--- src/rtl/opb_reg_pkg.sv ---
// Shared constants for the Simulink-to-PPC OPB register block:
// register word offsets, FSM state encoding and the STATUS word layout.
package opb_reg_pkg;

  typedef enum logic [1:0] {
    ST_IDLE = 2'd0,
    ST_ACK  = 2'd1,
    ST_HOLD = 2'd2
  } state_e;

  localparam logic [1:0] OFF_DATA   = 2'd0;
  localparam logic [1:0] OFF_STATUS = 2'd1;
  localparam logic [1:0] OFF_CTRL   = 2'd2;
  localparam logic [1:0] OFF_RSVD   = 2'd3;

  // STATUS: capture count in the upper half, fresh flag in bit 0.
  function automatic logic [31:0] status_word(input logic [15:0] count, input logic fresh);
    return {count, 15'd0, fresh};
  endfunction

endpackage

--- src/rtl/opb_register_simulink2ppc_if.sv ---
// OPB slave-side bus bundle; bit 0 of each vector is the MSB, as on the OPB.
interface opb_register_simulink2ppc_if #(
  parameter int AW = 32,
  parameter int DW = 32
);

  logic [0:AW-1]   OPB_ABus;
  logic [0:DW/8-1] OPB_BE;
  logic [0:DW-1]   OPB_DBus;
  logic            OPB_RNW;
  logic            OPB_select;
  logic            OPB_seqAddr;
  logic [0:DW-1]   Sl_DBus;
  logic            Sl_xferAck;
  logic            Sl_errAck;
  logic            Sl_retry;
  logic            Sl_toutSup;

  modport master (
    output OPB_ABus, OPB_BE, OPB_DBus, OPB_RNW, OPB_select, OPB_seqAddr,
    input  Sl_DBus, Sl_xferAck, Sl_errAck, Sl_retry, Sl_toutSup
  );

  modport slave (
    input  OPB_ABus, OPB_BE, OPB_DBus, OPB_RNW, OPB_select, OPB_seqAddr,
    output Sl_DBus, Sl_xferAck, Sl_errAck, Sl_retry, Sl_toutSup
  );

endinterface

--- src/rtl/opb_addr_decode.sv ---
// Window decode: a hit is a selected address inside [C_BASEADDR, C_HIGHADDR];
// the register offset is the word index within a 16-byte block.
module opb_addr_decode #(
  parameter logic [31:0] C_BASEADDR   = 32'h0100E500,
  parameter logic [31:0] C_HIGHADDR   = 32'h0100E5FF,
  parameter int          C_OPB_AWIDTH = 32
) (
  input  logic [0:C_OPB_AWIDTH-1] addr_i,
  input  logic                    select_i,
  output logic                    hit_o,
  output logic [1:0]              offset_o
);

  assign hit_o    = select_i && (addr_i >= C_BASEADDR) && (addr_i <= C_HIGHADDR);
  assign offset_o = addr_i[C_OPB_AWIDTH-4 : C_OPB_AWIDTH-3];

endmodule

--- src/rtl/opb_register_simulink2ppc.sv ---
// OPB slave exposing a captured fabric word (DATA), a capture counter with
// fresh flag (STATUS) and a clear control (CTRL) to the PowerPC.
module opb_register_simulink2ppc
  import opb_reg_pkg::*;
#(
  parameter logic [31:0] C_BASEADDR   = 32'h0100E500,
  parameter logic [31:0] C_HIGHADDR   = 32'h0100E5FF,
  parameter int          C_OPB_AWIDTH = 32,
  parameter int          C_OPB_DWIDTH = 32,
  parameter              C_FAMILY     = "virtex6"
) (
  input  logic                            OPB_Clk,
  input  logic                            OPB_Rst,
  opb_register_simulink2ppc_if.slave      opb,
  input  logic [31:0]                     user_data_in,
  input  logic                            user_data_valid
);

  logic        hit;
  logic [1:0]  offset;

  state_e      state_q;
  logic        ack_q;
  logic [31:0] rdata_q;
  logic [1:0]  op_q;
  logic        rnw_q;
  logic        ctrl_bit_q;

  logic [31:0] data_q, data_d;
  logic [15:0] count_q, count_d;
  logic        fresh_q, fresh_d;

  logic [31:0] read_word;
  logic        in_ack;
  logic        clr_all;
  logic        clr_fresh;

  opb_addr_decode #(
    .C_BASEADDR   (C_BASEADDR),
    .C_HIGHADDR   (C_HIGHADDR),
    .C_OPB_AWIDTH (C_OPB_AWIDTH)
  ) u_decode (
    .addr_i   (opb.OPB_ABus),
    .select_i (opb.OPB_select),
    .hit_o    (hit),
    .offset_o (offset)
  );

  always_comb begin
    read_word = '0;
    case (offset)
      OFF_DATA:   read_word = data_q;
      OFF_STATUS: read_word = status_word(count_q, fresh_q);
      default:    read_word = '0;
    endcase
  end

  // Side effects of a transfer land in its ACK cycle; a same-cycle capture wins.
  assign in_ack    = (state_q == ST_ACK);
  assign clr_all   = in_ack && !rnw_q && (op_q == OFF_CTRL) && ctrl_bit_q;
  assign clr_fresh = in_ack &&  rnw_q && (op_q == OFF_DATA);

  always_comb begin
    data_d  = data_q;
    count_d = clr_all ? 16'd0 : count_q;
    fresh_d = fresh_q && !(clr_all || clr_fresh);
    if (user_data_valid) begin
      data_d  = user_data_in;
      count_d = count_d + 16'd1;
      fresh_d = 1'b1;
    end
  end

  always_ff @(posedge OPB_Clk or negedge OPB_Rst) begin
    if (!OPB_Rst) begin
      data_q  <= '0;
      count_q <= '0;
      fresh_q <= 1'b0;
    end else begin
      data_q  <= data_d;
      count_q <= count_d;
      fresh_q <= fresh_d;
    end
  end

  // Read data is snapshotted on entry to ACK so it cannot change under the master.
  always_ff @(posedge OPB_Clk or negedge OPB_Rst) begin
    if (!OPB_Rst) begin
      state_q    <= ST_IDLE;
      ack_q      <= 1'b0;
      rdata_q    <= '0;
      op_q       <= OFF_DATA;
      rnw_q      <= 1'b0;
      ctrl_bit_q <= 1'b0;
    end else begin
      ack_q   <= 1'b0;
      rdata_q <= '0;
      case (state_q)
        ST_IDLE: begin
          if (hit) begin
            state_q    <= ST_ACK;
            ack_q      <= 1'b1;
            rdata_q    <= opb.OPB_RNW ? read_word : 32'd0;
            op_q       <= offset;
            rnw_q      <= opb.OPB_RNW;
            ctrl_bit_q <= opb.OPB_DBus[C_OPB_DWIDTH-1];
          end
        end
        ST_ACK:  state_q <= ST_HOLD;
        ST_HOLD: if (!opb.OPB_select) state_q <= ST_IDLE;
        default: state_q <= ST_IDLE;
      endcase
    end
  end

  assign opb.Sl_DBus    = rdata_q;
  assign opb.Sl_xferAck = ack_q;
  assign opb.Sl_errAck  = 1'b0;
  assign opb.Sl_retry   = 1'b0;
  assign opb.Sl_toutSup = 1'b0;

endmodule

--- src/flat_wrapper.sv ---
// flat-port wrapper written by rule: the top's interface ports become plain ports
module opb_register_simulink2ppc_flat import opb_reg_pkg::*;
#(
  parameter logic [31:0] C_BASEADDR   = 32'h0100E500,
  parameter logic [31:0] C_HIGHADDR   = 32'h0100E5FF,
  parameter int          C_OPB_AWIDTH = 32,
  parameter int          C_OPB_DWIDTH = 32,
  parameter              C_FAMILY     = "       "
)
  (OPB_Clk, OPB_Rst, user_data_in, user_data_valid, opb_OPB_ABus, opb_OPB_BE, opb_OPB_DBus, opb_OPB_RNW, opb_OPB_select, opb_OPB_seqAddr, opb_Sl_DBus, opb_Sl_xferAck, opb_Sl_errAck, opb_Sl_retry, opb_Sl_toutSup);
  opb_register_simulink2ppc_if opb_i ();
  input  logic OPB_Clk;
  input  logic OPB_Rst;
  input  logic [31:0] user_data_in;
  input  logic user_data_valid;
  input wire logic [$bits(opb_i.OPB_ABus)-1:0] opb_OPB_ABus;
  input wire logic [$bits(opb_i.OPB_BE)-1:0] opb_OPB_BE;
  input wire logic [$bits(opb_i.OPB_DBus)-1:0] opb_OPB_DBus;
  input wire logic [$bits(opb_i.OPB_RNW)-1:0] opb_OPB_RNW;
  input wire logic [$bits(opb_i.OPB_select)-1:0] opb_OPB_select;
  input wire logic [$bits(opb_i.OPB_seqAddr)-1:0] opb_OPB_seqAddr;
  output wire logic [$bits(opb_i.Sl_DBus)-1:0] opb_Sl_DBus;
  output wire logic [$bits(opb_i.Sl_xferAck)-1:0] opb_Sl_xferAck;
  output wire logic [$bits(opb_i.Sl_errAck)-1:0] opb_Sl_errAck;
  output wire logic [$bits(opb_i.Sl_retry)-1:0] opb_Sl_retry;
  output wire logic [$bits(opb_i.Sl_toutSup)-1:0] opb_Sl_toutSup;
  assign opb_i.OPB_ABus = opb_OPB_ABus;
  assign opb_i.OPB_BE = opb_OPB_BE;
  assign opb_i.OPB_DBus = opb_OPB_DBus;
  assign opb_i.OPB_RNW = opb_OPB_RNW;
  assign opb_i.OPB_select = opb_OPB_select;
  assign opb_i.OPB_seqAddr = opb_OPB_seqAddr;
  assign opb_Sl_DBus = opb_i.Sl_DBus;
  assign opb_Sl_xferAck = opb_i.Sl_xferAck;
  assign opb_Sl_errAck = opb_i.Sl_errAck;
  assign opb_Sl_retry = opb_i.Sl_retry;
  assign opb_Sl_toutSup = opb_i.Sl_toutSup;
  opb_register_simulink2ppc #(.C_BASEADDR(C_BASEADDR), .C_HIGHADDR(C_HIGHADDR), .C_OPB_AWIDTH(C_OPB_AWIDTH), .C_OPB_DWIDTH(C_OPB_DWIDTH), .C_FAMILY(C_FAMILY)) u_core (.OPB_Clk(OPB_Clk), .OPB_Rst(OPB_Rst), .opb(opb_i), .user_data_in(user_data_in), .user_data_valid(user_data_valid));
endmodule
--- config.mk ---
export PLATFORM = sky130hd
export DESIGN_NAME = opb_register_simulink2ppc_flat
export DESIGN_NICKNAME = d
export VERILOG_FILES = /design/src/rtl/opb_reg_pkg.sv /design/src/rtl/opb_register_simulink2ppc_if.sv /design/src/rtl/opb_addr_decode.sv /design/src/rtl/opb_register_simulink2ppc.sv /design/src/flat_wrapper.sv
export SDC_FILE = /design/constraint.sdc
export NUM_CORES = 1
export LEC_CHECK = 0
export ABC_AREA = 0
export BUFFER_PORTS_ARGS = -buffer_cell sky130_fd_sc_hd__buf_4
export CORE_UTILIZATION = 52
export DETAILED_ROUTE_END_ITERATION = 7
export GPL_TIMING_DRIVEN = 0
export PLACE_DENSITY = 0.84
export SYNTH_ARGS = -nofsm -noshare
export SYNTH_HDL_FRONTEND = slang
export SYNTH_HIERARCHICAL = 1
export SYNTH_SLANG_ARGS = --single-unit
--- constraint.sdc ---
create_clock -name OPB_Clk -period 6.1 [get_ports OPB_Clk]
set_clock_uncertainty 0.05 [all_clocks]
set_input_delay 0.915 -clock OPB_Clk [delete_from_list [all_inputs] [get_ports OPB_Clk]]
set_output_delay 0.915 -clock OPB_Clk [all_outputs]
set_load 0.03 [all_outputs]
==> flow_summary.json, run 1 <==
{
  "async_reset_ff_share_pct": 100,
  "pwr-share-comb_pct": 13.3,
  "ys_seq_elements": 88,
  "synth_top_area_share_pct": 59.6,
  "syn_avg_cell_area_um2": 12.9,
  "p_switching_w": 0.000314,
  "drt_first_pass_iters": 4,
  "dieArea_um2": 7440,
  "coreArea_um2": 6830,
  "worstPathRequired_ps": 6320,
  "clock.fmax_ghz": 0.353,
  "multi_input_area_um2": 1360,
  "synth-warning-count": 6,
  "holdPathEnd": "u_core/opb.Sl_DBus[16]$_DFF_PN0_",
  "crit_start": "opb_OPB_ABus[13]",
  "yosysMostFrequentCell": "dfrtp_1",
  "netlist_top_cells_area": "dfrtp_1 60%, mux2_2 11%, mux2i_1 5.7%",
  "cts_resized": 0,
  "num_rows": 30,
  "hold_class": "flip-flop to flip-flop",
  "synthFlopType": "dfrtp_1",
  "hold_start": "u_core/data_q[15]$_DFFE_PN0P_",
  "cts.sink_count": 88,
  "worstReg2RegEnd": "u_core/count_q[10]$_DFF_PN0_",
  "post_drt_wl_per_cell_um": 14.7,
  "io_buffers": 102,
  "finalSetupViolCount": 0,
  "post-place-ws_ps": 2930,
  "status": "finished clean",
  "yosysSeqAreaShare_pct": 59.6,
  "cts_tree": "built",
  "pwr-share-clk_pct": 32.9,
  "die_w_um": 86.3,
  "drt-initial-drc-count": 180,
  "path_max_fanout": 10,
  "wirelength_um": 7370,
  "reg2reg_slack_ps": 3600,
  "grt_pass1_wl_um": 12300,
  "path_clk_slew_ps": 90,
  "antenna_found_initial": 0,
  "fin_setup_tns_ps": 0,
  "p_seq_share_pct": 53.8,
  "clock_latency_ps": 350,
  "period_share_pct": 46.4,
  "finalCriticalPeriod_ps": 2830,
  "final_antenna_net_count": 0,
  "r2r_cells": 8,
  "viasPerCell": 5.16,
  "overflow": 0,
  "drive_gt1_share_pct": 45.7,
  "hold_depth": 1,
  "hold_viol": 0,
  "syn_to_final_growth_pct": 29.7,
  "seq_area_um2": 2200,
  "synth_edf_count": 0,
  "timing.final.max_slew_violations": 0,
  "cts_setup_buffers": 0,
  "ctsHoldBuffers": 0,
  "grtUsageTotal_pct": 21.9,
  "die_h_um": 86.3,
  "clockBufferDepth": 2,
  "num_antenna_cells": 0,
  "whs_ps": 438,
  "cp-end-kind": "flip-flop",
  "dp_hpwl_um": 5310,
  "drc": 0,
  "ir_worst_vdd_mv": 0.195,
  "intPower_w": 0.000914,
  "max_slew.worst_pin.slew_ps": 1070,
  "slew-limit-headroom_pct": 28.7,
  "gp_congestion": 0.739,
  "fin_ws_ps": 3270,
  "cp-start-kind": "input pin",
  "arrival_ps": 3050,
  "p_per_area_nw_per_um2": 256,
  "nets": 509,
  "synthCells": 287,
  "cts_root_buf": "clkbuf_8",
  "p_leak_nw": 2.30,
  "synth_common_cells": "88 x dfrtp_1, 36 x mux2_2, 21 x mux2i_1",
  "cts_buffers": 9,
  "rsz0062_at_grt": "false",
  "grt_max_degree": 89,
  "fillers": 525,
  "num_io_pins": 142,
  "h-tree-depth": 3,
  "num_vias": 2595,
  "worstReg2RegStart": "u_core/state_q[0]$_DFFE_PN0P_",
  "synth_cell_type_count": 43,
  "syn_area_um2": 3690,
  "maxCapViolCount": 0,
  "crit_type": "input pin to flip-flop",
  "grt_pass1_vias": 2659,
  "synth_top_area_cell": "dfrtp_1",
  "start_util_pct": 54.1,
  "switching_share_pct": 25.6
}
==> logic make-up after synthesis <==
family | count (synthesis) | synth area share [%]
xor gates and xnor gates | 4 | 0.949
muxes | 57 | 16.7
and+or+nand+nor | 78 | 13.0
DFF | 88 | 59.6
buffers and inverters | 25 | 3.69
other | 1 | 0.102
adders and majority gates | 1 | 0.339
AOI/OAI and AO/OA | 33 | 5.59
==> sequential cells by signal, indices dropped and copies added (netlist names) <==
register	flops
u_core/fresh_q	1
u_core/opb.Sl_DBus	32
u_core/ctrl_bit_q	1
u_core/state_q	2
u_core/rnw_q	1
u_core/opb.Sl_xferAck	1
u_core/op_q	2
u_core/count_q	16
u_core/data_q	32
==> stage by stage <==
step	cell area, µm²	total power, W	std cells	utilization [%]
finish	4790	0.00123	503	70.1
floorplan	3700	0.000761	289	-
CTS	4790	0.00124	503	70.1
detailed placement	4590	0.000836	487	67.1
global placement	4590	0.000823	487	67.1
global route	4790	0.00129	503	70.1
==> area by class of cell <==
cell class	count	share of cell area, %
well taps	96	2.51
plain buffers	18	2.30
clock buffers	10	2.87
inverters	7	0.548
multi-input cells	176	28.4
clock inverters	6	1.38
flip-flops and latches	88	46.0
repair buffers	102	16.0
==> critical path: stages <==
cell	delay [ps]
buf_4	110
and3_1	190
a221o_1	310
a211oi_2	260
or3b_1	390
buf_6	150
inv_1	100
nand3b_2	210
buf_2	270
nor2_1	150
==> layout by cell type (no fill, tap or decap), types with 3 or more instances in the layout <==
| master | instances |
|---|---|
| nand4_1 | 8 |
| a21oi_1 | 7 |
| conb_1 | 3 |
| nor4_1 | 7 |
| o31ai_1 | 3 |
| buf_4 | 107 |
| dfrtp_1 | 88 |
| or3_1 | 5 |
| clkbuf_8 | 10 |
| o21ai_0 | 13 |
| buf_2 | 6 |
| xor2_1 | 3 |
| mux2_2 | 36 |
| mux2i_1 | 21 |
| and2_2 | 12 |
| nor2_1 | 19 |
| nand2_1 | 6 |
| or4_1 | 3 |
| and2_1 | 3 |
| inv_1 | 7 |
| o21bai_1 | 4 |
| nand3_1 | 4 |
==> layer usage <==
layer | vias up | track usage (%) | routed length [µm]
li1 | 1244 | - | -
met1 | 1263 | 25.1 | 2960
met2 | 74 | 37.6 | 3800
met3 | 14 | 8.00 | 484
met4 | 0 | 7.88 | 132
met5 | - | 0 | 0
==> power by group through the flow <==
stage | registers, W | clock network, W | logic, W
2_1_floorplan | 0.000661 | 0 | 0.0000998
3_3_place_gp | 0.000670 | 0 | 0.000154
3_5_place_dp | 0.000673 | 0 | 0.000163
4_1_cts | 0.000661 | 0.000419 | 0.000164
5_1_grt | 0.000667 | 0.000441 | 0.000183
6_report | 0.000661 | 0.000404 | 0.000163
==> worst max path at each step <==
stage | cells past startpoint | slack, ps | to
2_1_floorplan | 8 | 3310 | u_core/opb.Sl_DBus[19]$_DFF_PN0_
3_3_place_gp | 9 | 2980 | u_core/opb.Sl_DBus[19]$_DFF_PN0_
3_5_place_dp | 9 | 2930 | u_core/opb.Sl_DBus[21]$_DFF_PN0_
4_1_cts | 10 | 3270 | u_core/opb.Sl_DBus[3]$_DFF_PN0_
5_1_grt | 10 | 3170 | u_core/opb.Sl_DBus[3]$_DFF_PN0_
6_report | 10 | 3270 | u_core/opb.Sl_DBus[3]$_DFF_PN0_
(Power assumes the default switching activity.)
==> run 2: changes to the inputs <==
--- a/config.mk
+++ b/config.mk
@@ -7,10 +7,10 @@
 export LEC_CHECK = 0
 export ABC_AREA = 0
 export BUFFER_PORTS_ARGS = -buffer_cell sky130_fd_sc_hd__buf_4
-export CORE_UTILIZATION = 52
+export CORE_UTILIZATION = 44
 export DETAILED_ROUTE_END_ITERATION = 7
 export GPL_TIMING_DRIVEN = 0
-export PLACE_DENSITY = 0.84
+export PLACE_DENSITY = 0.76
 export SYNTH_ARGS = -nofsm -noshare
 export SYNTH_HDL_FRONTEND = slang
 export SYNTH_HIERARCHICAL = 1
==> constraint.sdc (replaced) <==
create_clock -name OPB_Clk -period 2.4 [get_ports OPB_Clk]
set_clock_uncertainty 0.05 [all_clocks]
set_input_delay 0.36 -clock OPB_Clk [delete_from_list [all_inputs] [get_ports OPB_Clk]]
set_output_delay 0.36 -clock OPB_Clk [all_outputs]
set_load 0.03 [all_outputs]
==> run 2 against run 1 <==
Sequential power rose to 2.6 times the previous value; the flow now finishes with violations (design-rule violations); largest power group unchanged; power increased to 2.6 times the previous value; die area up 18%; clock power grew to 2.7 times the previous value; cell area grew 0.73%; setup slack worse by 3100 ps; critical path depth down 1; count of clock-buffer cells in the layout unchanged; worst hold slack lost 300 ps; cell count is 1.4% higher; highest routed layer unchanged.
==> flow_summary.json, run 2 (synthesized netlist as in run 1, its figures left out) <==
{
  "final_antenna_net_count": 0,
  "slew-limit-headroom_pct": 29.1,
  "switching_share_pct": 24.7,
  "viasPerCell": 4.96,
  "start_util_pct": 45.2,
  "num_io_pins": 142,
  "whs_ps": 139,
  "period_share_pct": 93.0,
  "status": "finished with violations",
  "overflow": 0,
  "post_drt_wl_per_cell_um": 14.2,
  "p_seq_share_pct": 52.6,
  "die_w_um": 93.6,
  "maxCapViolCount": 0,
  "wirelength_um": 7240,
  "cts_buffers": 9,
  "drt-initial-drc-count": 86,
  "fin_ws_ps": 168,
  "crit_type": "input pin to flip-flop",
  "cts_tree": "built",
  "cpPeakStageDelay_ps": 410,
  "die_h_um": 93.6,
  "cp-end-kind": "flip-flop",
  "post-place-ws_ps": -199,
  "clockBufferDepth": 2,
  "antenna_found_initial": 0,
  "p_per_area_nw_per_um2": 665,
  "nets": 508,
  "dp_hpwl_um": 5200,
  "max_slew.worst_pin.slew_ps": 1060,
  "path_max_fanout": 10,
  "gp_congestion": 0.804,
  "rsz0062_at_grt": "false",
  "syn_to_final_growth_pct": 30.7,
  "cts_root_buf": "clkbuf_8",
  "num_antenna_cells": 0,
  "clock.fmax_ghz": 0.448,
  "num_vias": 2530,
  "critical_path.most_common_cell": "buf_6",
  "grtUsageTotal_pct": 18.1,
  "pwr-share-comb_pct": 12.9,
  "clock_latency_ps": 350,
  "grt_pass1_wl_um": 12000,
  "drive_gt1_share_pct": 45.9,
  "num_rows": 33,
  "coreArea_um2": 8180,
  "final_common_cell": "buf_4",
  "io_buffers": 102,
  "finalCriticalPeriod_ps": 2230,
  "grt_pass1_vias": 2609,
  "p_leak_nw": 2.30,
  "drt_first_pass_iters": 6,
  "grt_max_degree": 89,
  "hold_viol": 0,
  "timing.final.max_slew_violations": 0,
  "path_clk_slew_ps": 80,
  "worstPathCellList": "buf_4 > and3_1 > a221o_1 > a211oi_2 > or3b_1 > buf_6 > nor4b_4 > buf_6 > and2_2",
  "pwr-share-clk_pct": 34.5,
  "h-tree-depth": 3,
  "ir_worst_vdd_mv": 0.444,
  "p_switching_w": 0.000793,
  "finalSetupViolCount": 0,
  "cp-start-kind": "input pin",
  "cts.sink_count": 88,
  "violations": "design-rule violations",
  "dieArea_um2": 8760,
  "worstPathRequired_ps": 2650,
  "cp_slowest_cell": "nor4b_4",
  "most-common-layout-cells": "107 x buf_4, 88 x dfrtp_1, 36 x mux2_2",
  "intPower_w": 0.00242,
  "hold_class": "input pin to asynchronous set/reset pin",
  "arrival_ps": 2480,
  "drc": 2
}
-- run 2: critical path: cells and delay by family --
| kind | cells | cell delay (ps) |
|---|---|---|
| AND/OR/NAND/NOR | 4 | 1120 |
| AO/OA/AOI/OAI | 2 | 560 |
| buffers and inverters | 3 | 440 |
-- run 2: layout make-up --
type / instances / area (µm²)
well taps: 105 / 131
inverters: 7 / 26.3
repair buffers: 102 / 766
fillers: 693 / 3350
plain buffers: 17 / 108
multi-input cells: 176 / 1370
clock buffers: 10 / 138
flip-flops and latches: 88 / 2200
clock inverters: 5 / 81.3
-- run 2: final timing paths --
path	startpoint	end	slack, ps	depth (start not counted)
max	opb_OPB_ABus[13]	u_core/opb.Sl_DBus[22]$_DFF_PN0_	170	9
min	OPB_Rst	u_core/data_q[19]$_DFFE_PN0P_	140	1
max reg2reg	u_core/rnw_q$_DFFE_PN0P_	u_core/count_q[10]$_DFF_PN0_	170	8
min reg2reg	u_core/data_q[14]$_DFFE_PN0P_	u_core/opb.Sl_DBus[17]$_DFF_PN0_	440	1
max in group asynchronous	OPB_Rst	u_core/opb.Sl_DBus[18]$_DFF_PN0_	1480	1
min in group OPB_Clk	user_data_in[11]	u_core/data_q[11]$_DFFE_PN0P_	180	2
-- run 2: what timing repair did --
action | CTS | global route
resized for setup | 1 | 2
setup endpoints to repair | 3 | 2
buffers inserted | 0 | 0
hold buffers | 0 | 0
-- run 2: power groups by stage --
stage / clock network [W] / registers [W] / logic (W)
2_1_floorplan: 0 / 0.00168 / 0.000254
3_3_place_gp: 0 / 0.00170 / 0.000392
3_5_place_dp: 0 / 0.00171 / 0.000410
4_1_cts: 0.00114 / 0.00168 / 0.000414
5_1_grt: 0.00120 / 0.00170 / 0.000462
6_report: 0.00111 / 0.00169 / 0.000414
-- run 2: per-stage QoR --
stage / instances / total power (W) / setup TNS (ps) / util (%) / instance area, µm²
2_1_floorplan: 289 / 0.00193 / 0 / - / 3700
3_3_place_gp: 496 / 0.00210 / -3560 / 56.2 / 4600
3_5_place_dp: 496 / 0.00212 / -3890 / 56.2 / 4600
4_1_cts: 510 / 0.00324 / 0 / 58.9 / 4810
5_1_grt: 510 / 0.00336 / 0 / 59.0 / 4830
6_report: 510 / 0.00321 / 0 / 59.0 / 4830
-- run 2: layer usage --
layer	GRT usage, %	vias up	routed length (µm)
met1	20.9	1215	2920
met5	0	-	0
met2	29.5	74	3660
met4	6.79	0	124
li1	-	1230	-
met3	8.05	11	528
==> run 3: changes to the inputs <==
--- a/config.mk
+++ b/config.mk
@@ -7,6 +7,8 @@
 export LEC_CHECK = 0
 export ABC_AREA = 0
 export BUFFER_PORTS_ARGS = -buffer_cell sky130_fd_sc_hd__buf_4
+export CORE_ASPECT_RATIO = 1.1
+export CORE_MARGIN = 2
 export CORE_UTILIZATION = 44
 export DETAILED_ROUTE_END_ITERATION = 7
 export GPL_TIMING_DRIVEN = 0
==> run 3 against run 2 <==
The run now ends clean; core utilization down 0.33 points; critical path depth down 2; global-route usage shrank 0.72 points; largest cell class unchanged; highest routed layer unchanged.
==> flow_summary.json, run 3 (synthesized netlist as in run 1, its figures left out) <==
{
  "hold_class": "input pin to asynchronous set/reset pin",
  "dieArea_um2": 9140,
  "num_antenna_cells": 0,
  "dp_hpwl_um": 5430,
  "die_h_um": 100,
  "max_slew.worst_pin.slew_ps": 1060,
  "clock_latency_ps": 350,
  "num_io_pins": 142,
  "maxCapViolCount": 0,
  "crit_type": "flip-flop to flip-flop",
  "fin_cells": 514,
  "io_buffers": 102,
  "finalPower_w": 0.00337,
  "status": "finished clean",
  "grt_pass1_vias": 2546,
  "switching_share_pct": 23.1,
  "grt_max_degree": 89,
  "clockBufferDepth": 2,
  "worstReg2RegStart": "u_core/state_q[0]$_DFFE_PN0P_",
  "num_vias": 2603,
  "r2r_cells": 7,
  "worstReg2RegEnd": "u_core/count_q[10]$_DFF_PN0_",
  "syn_to_final_growth_pct": 31.5,
  "slew-limit-headroom_pct": 29.5,
  "nets": 508,
  "wirelength_um": 7520,
  "most-common-layout-cells": "107 x buf_4, 88 x dfrtp_1, 36 x mux2_2",
  "post_drt_wl_per_cell_um": 14.6,
  "period_share_pct": 93.9,
  "post-place-ws_ps": -173,
  "cp-end-kind": "flip-flop",
  "pwr-share-clk_pct": 37.5,
  "num_rows": 35,
  "ctsHoldBuffers": 0,
  "p_leak_nw": 2.32,
  "finalCriticalPeriod_ps": 2250,
  "drt_first_pass_iters": 4,
  "p_per_area_nw_per_um2": 693,
  "dpl_cell_area_um2": 4610,
  "die_w_um": 91.4,
  "drive_gt1_share_pct": 45.7,
  "cts_buffers": 9,
  "grtUsageTotal_pct": 17.4,
  "grt_pass1_wl_um": 12400,
  "timing.final.max_slew_violations": 0,
  "ir_worst_vdd_mv": 0.419,
  "cts_setup_buffers": 0,
  "cts_root_buf": "clkbuf_8",
  "cts.sink_count": 88,
  "start_util_pct": 44.6,
  "coreArea_um2": 8280,
  "cts_tree": "built",
  "p_switching_w": 0.000780,
  "pwr-share-comb_pct": 12.4,
  "hold_viol": 0,
  "arrival_ps": 2480,
  "final_common_cell": "buf_4",
  "postLayoutCellArea_um2": 4860,
  "cp-start-kind": "flip-flop",
  "h-tree-depth": 3,
  "drc": 0,
  "endpoint": "u_core/count_q[10]$_DFF_PN0_",
  "drt-initial-drc-count": 109,
  "finalSetupViolCount": 0,
  "overflow": 0,
  "p_seq_share_pct": 50.1,
  "worstPathRequired_ps": 2620,
  "clock.fmax_ghz": 0.444,
  "fin_ws_ps": 145,
  "viasPerCell": 5.06,
  "dp.cells": 502,
  "gp_congestion": 0.923,
  "path_max_fanout": 13,
  "antenna_found_initial": 0,
  "intPower_w": 0.00259,
  "rsz0062_at_grt": "false",
  "path_clk_slew_ps": 90,
  "crit_start": "u_core/state_q[0]$_DFFE_PN0P_",
  "whs_ps": 146,
  "final_antenna_net_count": 0,
  "reg2reg_slack_ps": 150
}
[run 3: through the flow]
| stage | utilization [%] | TNS [ps] |
|---|---|---|
| final | 58.7 | 0 |
| after global routing | 58.7 | 0 |
| after CTS | 58.6 | 0 |
| after detailed placement | 55.6 | -3680 |
| after global placement | 55.6 | -3360 |
| after floorplan | - | 0 |
[run 3: how the worst min path moves through the flow]
stage | end | slack (ps) | cells past startpoint
floorplan | u_core/count_q[0]$_DFF_PN0_ | 10 | 0
finish | u_core/data_q[16]$_DFFE_PN0P_ | 150 | 1
global placement | u_core/opb.Sl_DBus[17]$_DFF_PN0_ | 410 | 1
global route | u_core/data_q[12]$_DFFE_PN0P_ | 160 | 2
CTS | u_core/data_q[22]$_DFFE_PN0P_ | 170 | 2
detailed placement | u_core/opb.Sl_DBus[17]$_DFF_PN0_ | 420 | 1
[run 3: routing by layer]
metal / GRT usage [%] / part of all wire [%]
met3: 6.38 / 5.3
met4: 5.01 / 2.0
met5: 0 / 0
met2: 30.4 / 52
met1: 20.1 / 41
[run 3: timing repair]
action,4_1_cts,5_1_grt
hold endpoints to repair,0,0
setup endpoints to repair,3,4
resized for setup,1,2
pin swaps,0,0
[run 3: power groups by stage]
stage | Sequential, W | Clock [W] | Combinational (W)
final | 0.00169 | 0.00126 | 0.000419
after global placement | 0.00170 | 0 | 0.000394
after floorplan | 0.00168 | 0 | 0.000254
after CTS | 0.00168 | 0.00130 | 0.000417
after global routing | 0.00170 | 0.00136 | 0.000464
after detailed placement | 0.00171 | 0 | 0.000414
[run 3: critical path: stages, from the launching register on]
cell	delay, ps
dfrtp_1	390
or3b_4	320
o21ai_0	170
inv_1	90
ha_1	240
nand4_4	200
or4_1	540
a21oi_1	170
[run 3: cell type report]
type / instances / area [µm²]
Buffer: 17 / 108
Clock buffer: 9 / 124
Clock inverter: 4 / 120
Fill cell: 689 / 3420
Inverter: 7 / 26.3
Multi-Input combinational cell: 176 / 1370
Sequential cell: 88 / 2200
Tap cell: 111 / 139
Timing Repair Buffer: 102 / 766
